==> src/rtl/dac_transmitter_pkg.sv <==
// Shared frame/format constants for the I2S DAC transmitter.
// Default sample width and the sample type used by the serialiser and its bench.
package dac_transmitter_pkg;

    localparam int DEFAULT_WIDTH    = 24;
    localparam int DEFAULT_HALF_DIV = 1;

    typedef logic [DEFAULT_WIDTH-1:0] sample_t;

    // Width of a slot counter covering 2*width slots of one stereo frame.
    function automatic int slot_bits(input int width);
        return (width > 0) ? $clog2(2 * width) : 1;
    endfunction

endpackage

==> src/rtl/dac_transmitter_clk_div.sv <==
// sclk divider: produces a registered sclk and a strobe on the cycle that enters a new slot.
// first_slot marks a slot entry that starts from idle (after reset or while enable was low).
module dac_clk_div
    import dac_transmitter_pkg::*;
#(
    parameter int HALF_DIV = DEFAULT_HALF_DIV
) (
    input  logic clk,
    input  logic rst,
    input  logic enable,
    output logic sclk,
    output logic slot_start,
    output logic first_slot
);

    localparam int PH_W = $clog2(2 * HALF_DIV);
    localparam logic [PH_W-1:0] PH_LAST = PH_W'(2 * HALF_DIV - 1);
    localparam logic [PH_W-1:0] PH_HIGH = PH_W'(HALF_DIV);

    logic [PH_W-1:0] phase;
    logic [PH_W-1:0] phase_inc;
    logic            running;

    always_comb begin
        phase_inc  = phase + PH_W'(1);
        first_slot = !rst && enable && !running;
        slot_start = !rst && enable && (!running || phase == PH_LAST);
    end

    // phase counts clk cycles inside a slot; sclk is low for the first half.
    always_ff @(posedge clk) begin
        if (rst || !enable) begin
            phase   <= '0;
            running <= 1'b0;
            sclk    <= 1'b0;
        end else if (slot_start) begin
            phase   <= '0;
            running <= 1'b1;
            sclk    <= 1'b0;
        end else begin
            phase   <= phase_inc;
            sclk    <= (phase_inc >= PH_HIGH);
        end
    end

endmodule

==> src/rtl/dac_transmitter.sv <==
// Stereo I2S serialiser: one left/right sample pair per frame, MSB first, all outputs registered.
// Define DAC_LEFT_JUSTIFIED_EN for left-justified format (no one-bit delay); default is standard I2S.
module dac_transmitter
    import dac_transmitter_pkg::*;
#(
    parameter int WIDTH    = DEFAULT_WIDTH,
    parameter int HALF_DIV = DEFAULT_HALF_DIV
) (
    input  logic             clk,
    input  logic             rst,
    input  logic             enable,
    input  logic [WIDTH-1:0] left_data,
    input  logic [WIDTH-1:0] right_data,
    output logic             sclk,
    output logic             lrclk,
    output logic             sd
);

    localparam int SLOTS  = 2 * WIDTH;
    localparam int SLOT_W = slot_bits(WIDTH);
    localparam logic [SLOT_W-1:0] LAST_SLOT  = SLOT_W'(SLOTS - 1);
    localparam logic [SLOT_W-1:0] RIGHT_SLOT = SLOT_W'(WIDTH);

    logic              slot_start;
    logic              first_slot;
    logic [SLOT_W-1:0] slot;
    logic [SLOT_W-1:0] next_slot;
    logic [SLOT_W-1:0] bit_idx;
    logic [WIDTH-1:0]  left_q;
    logic [WIDTH-1:0]  right_q;
    logic [SLOTS-1:0]  word_nxt;
    logic              sd_nxt;

    dac_clk_div #(
        .HALF_DIV (HALF_DIV)
    ) u_clk_div (
        .clk        (clk),
        .rst        (rst),
        .enable     (enable),
        .sclk       (sclk),
        .slot_start (slot_start),
        .first_slot (first_slot)
    );

    // Slot 0 reads the incoming samples because they are latched on that same edge.
    always_comb begin
        next_slot = '0;
        if (!first_slot && slot != LAST_SLOT) begin
            next_slot = slot + SLOT_W'(1);
        end
        word_nxt = (next_slot == '0) ? {left_data, right_data} : {left_q, right_q};
`ifdef DAC_LEFT_JUSTIFIED_EN
        bit_idx = LAST_SLOT - next_slot;
        sd_nxt  = word_nxt[bit_idx];
`else
        // One-bit delay: slot s carries word bit SLOTS-s, slot 0 the previous right LSB.
        bit_idx = LAST_SLOT - next_slot + SLOT_W'(1);
        if (next_slot == '0) begin
            sd_nxt = first_slot ? 1'b0 : right_q[0];
        end else begin
            sd_nxt = word_nxt[bit_idx];
        end
`endif
    end

    always_ff @(posedge clk) begin
        if (rst) begin
            slot    <= '0;
            lrclk   <= 1'b0;
            sd      <= 1'b0;
            left_q  <= '0;
            right_q <= '0;
        end else if (!enable) begin
            slot    <= '0;
            lrclk   <= 1'b0;
            sd      <= 1'b0;
        end else if (slot_start) begin
            slot  <= next_slot;
            lrclk <= (next_slot >= RIGHT_SLOT);
            sd    <= sd_nxt;
            if (next_slot == '0) begin
                left_q  <= left_data;
                right_q <= right_data;
            end
        end
    end

endmodule

==> config.mk <==
export PLATFORM = sky130hd
export DESIGN_NAME = dac_transmitter
export DESIGN_NICKNAME = d
export VERILOG_FILES = /design/src/rtl/dac_transmitter_pkg.sv /design/src/rtl/dac_transmitter_clk_div.sv /design/src/rtl/dac_transmitter.sv
export SDC_FILE = /design/constraint.sdc
export NUM_CORES = 1
export LEC_CHECK = 0
export ABC_CLOCK_PERIOD_IN_PS = 9820
export CORE_UTILIZATION = 50
export CTS_CLUSTER_SIZE = 12
export DETAILED_ROUTE_END_ITERATION = 7
export PLACE_DENSITY = 0.72
export SLEW_MARGIN = 15
export SYNTH_ARGS = -nofsm -noshare
export SYNTH_HDL_FRONTEND = slang
export SYNTH_SLANG_ARGS = --single-unit
==> constraint.sdc <==
create_clock -name clk -period 9.82 [get_ports clk]
set_input_delay 1.964 -clock clk [delete_from_list [all_inputs] [get_ports clk]]
set_output_delay 1.964 -clock clk [all_outputs]
set_load 0.1 [all_outputs]
==> results.cfg <==
[timing]
setup-violations-final = 0
finalSetupTns_ns = 0
max_slew_margin_pct = 35.6
rsz0062_at_grt = false
fin_crit_sh_pct = 59.0
finalHoldViolations = 0
worst_pin_slew_ns = 0.963
max_freq_ghz = 0.173
fin_skew_ns = 0.00965
period_minus_slack_ns = 5.79
maxSlewViolCount = 0

[global_routing]
grt_remaining_overflow = 0
antenna_found_initial = 0
grt_max_degree = 52
grt_pass1_vias = 3043
track_usage_pct = 25.0
grt_first_pass_wirelength_um = 14300

[synth]
yosysWarningCount = 0
yosys_most_used_dff = dfxtp_1
synth_area_sq_um = 3400
synthCells = 439
synth_edf_count = 0
syn_avg_cell_area_sq_um = 7.74
syn_nets = 492
ys_seq_area_share_pct = 34.2
synth_cell_types = 59
async_flop_share_pct = 0
synth-seq-cells = 58

[power_and_ir_drop]
pwr-share-comb_pct = 14.1
clkPwrFrac_pct = 42.7
p_per_area_nw_per_um2 = 136
p_switching_mw = 0.137
intPower_mw = 0.422
p_seq_share_pct = 43.2
p_leak_nw = 1.51
vdd_ir_drop_max_mv = 0.0668
swShare_pct = 24.6

[critical_path]
arrival_ns = 6.03
crit_fanout = 51
slowest_delay_ns = 0.49
critPathKind = input pin to register
startpoint_type = input pin
cp.required_ns = 10.06
crit_slowest_cell = mux4_2
crit_path_end_kind = register
cp_cell_sequence = clkdlybuf4s50_1, buf_4, or3b_4, o211a_1, inv_1, ha_1, o31a_4, nand2b_4, mux2_4, mux4_2, o211ai_2, a41oi_1, a311o_1

[floorplanning]
die_w_um = 84.5
die_h_um = 84.5
die_area_sq_um = 7130
core_area_sq_um = 6460
rows = 29
io-pin-count = 54
start_util_pct = 52.6

[run_status]
status = finished with violations
violations = design-rule violations

[drt]
ant_nets = 0
wl_um = 8360
drc = 4
drt-initial-drc-count = 147
vias = 3246
firstDrtPassIters = 6
wl_per_cell_um = 15.0
viasPerCell = 5.82

[placed_design]
dp_hpwl_um = 5680
portBuffers = 53
dpl_cell_area_sq_um = 3910
place.gp.congestion = 0.899

[cts]
clkLatencyLatePin_ns = 0.35
cts_resized = 0
post_cts_buffers = 0
clk_path_buf_depth = 2
cts_max_level = 3
ctsHoldBuffers = 0
cts_tree = built
cts_sinks = 58
root_buffer = clkbuf_8
cts.clk_slew.worst_paths_ns = 0.07
cts_made_buffers = 9

[flow_run]
cap_violations = 0

[worst_hold_path]
hold_class = register to register

[final_layout]
multi_input_area_sq_um = 2070
area_growth_pct = 21.3
seqCellArea_sq_um = 1160
post-route-cell-area_sq_um = 4130
drive_gt1_share_pct = 9.56
fillCellCount = 587
n_antenna_cell = 0
nets = 529
cell usage in the layout (no fill, tap or decap), drive strengths merged, types with 5 or more instances in the layout:
master	count
a211oi	7
a21oi	61
a31oi	8
clkbuf	15
clkdlybuf4s50	53
dfxtp	58
inv	5
mux2	11
mux2i	23
nand2	129
nand2b	5
nand3	7
nor2	20
nor3	7
nor3b	7
o21ai	7
power groups by stage:
stage          clock network, mW  logic, mW  registers [mW]
6_report                   0.239     0.0789           0.242
5_1_grt                    0.255     0.0857           0.242
4_1_cts                    0.242     0.0789           0.242
3_5_place_dp                   0     0.0786           0.247
3_3_place_gp                   0     0.0776           0.247
2_1_floorplan                  0     0.0435           0.249
final timing paths:
path / from / end / slack (ns) / cells past startpoint
max reg2reg: slot[1] / sd / 5.61 / 12
min: right_q[3] / right_q[3] / 0.45 / 2
min reg2reg: right_q[3] / right_q[3] / 0.45 / 2
max: rst / sd / 4.03 / 13
Yosys cell counts (all sizes together), types with 2 or more instances:
cell type | instances | share of area [%]
nand2 | 129 | 14
a21o | 3 | 0.66
xor2 | 4 | 1.3
nand4 | 2 | 0.37
and2 | 2 | 0.37
inv | 5 | 0.55
a31oi | 8 | 1.5
o31a | 2 | 0.77
nor3b | 7 | 1.7
a2111oi | 4 | 1.2
o221ai | 2 | 0.52
o31ai | 2 | 0.59
nor4 | 2 | 0.55
xnor2 | 3 | 0.77
nor2 | 20 | 2.2
and3 | 3 | 0.55
or3 | 3 | 0.55
a211oi | 7 | 1.5
mux4 | 3 | 2.0
dfxtp | 58 | 34
nand3 | 7 | 1.2
o21ai | 7 | 1.4
ha | 2 | 0.74
clkbuf | 14 | 1.5
buf | 17 | 2.9
nor3 | 7 | 1.0
nand2b | 5 | 1.1
nor2b | 2 | 0.37
a21oi | 61 | 9.3
o211ai | 2 | 0.59
mux2i | 23 | 6.8
a21boi | 2 | 0.55
mux2 | 11 | 3.8
per-stage QoR:
step	power [mW]	hold slack, ns	setup slack, ns	utilization (%)	instances
after floorplan	0.293	0.432	4.57	-	439
after global placement	0.324	0.439	3.68	60.5	542
after detailed placement	0.325	0.443	3.66	60.5	542
after CTS	0.563	0.454	4.01	63.9	558
after global routing	0.583	0.471	3.76	63.9	558
final	0.559	0.452	4.03	63.9	558
flip-flops by register name, indices dropped and copies added (netlist names):
name / flops
left_q: 24
lrclk: 1
right_q: 24
sd: 1
slot: 6
u_clk_div.phase: 1
u_clk_div.running: 1
logic make-up after synthesis:
group	share of synthesized area, %
AO/OA/AOI/OAI	20.9
XOR/XNOR	2.02
adder cells (fa/ha/maj)	0.736
buffers and inverters	5.04
flip-flops	34.2
multiplexers	12.5
AND/OR/NAND/NOR	24.6
worst max-delay path: cells and delay by family:
family                     cells  cell delay [ns]
buffers and inverters          3             1.01
AOI/OAI and AO/OA              5             0.96
muxes                          2             0.92
and+or+nand+nor                2             0.83
adders and majority gates      1             0.32
layout make-up:
type,instances,area share [%]
multi-input cells,345,50.2
flip-flops and latches,58,28.1
repair buffers,57,13.6
clock buffers,15,4.52
well taps,77,2.34
clock inverters,1,0.728
inverters,5,0.455
metal layers:
metal	up-vias	global-route usage, %	part of all wire (%)
met5	-	0	0
met4	0	11.7	3.0
met3	24	6.29	5.6
met2	104	39.1	48
met1	1512	32.4	44
li1	1606	-	-
(Power assumes the default switching activity.)
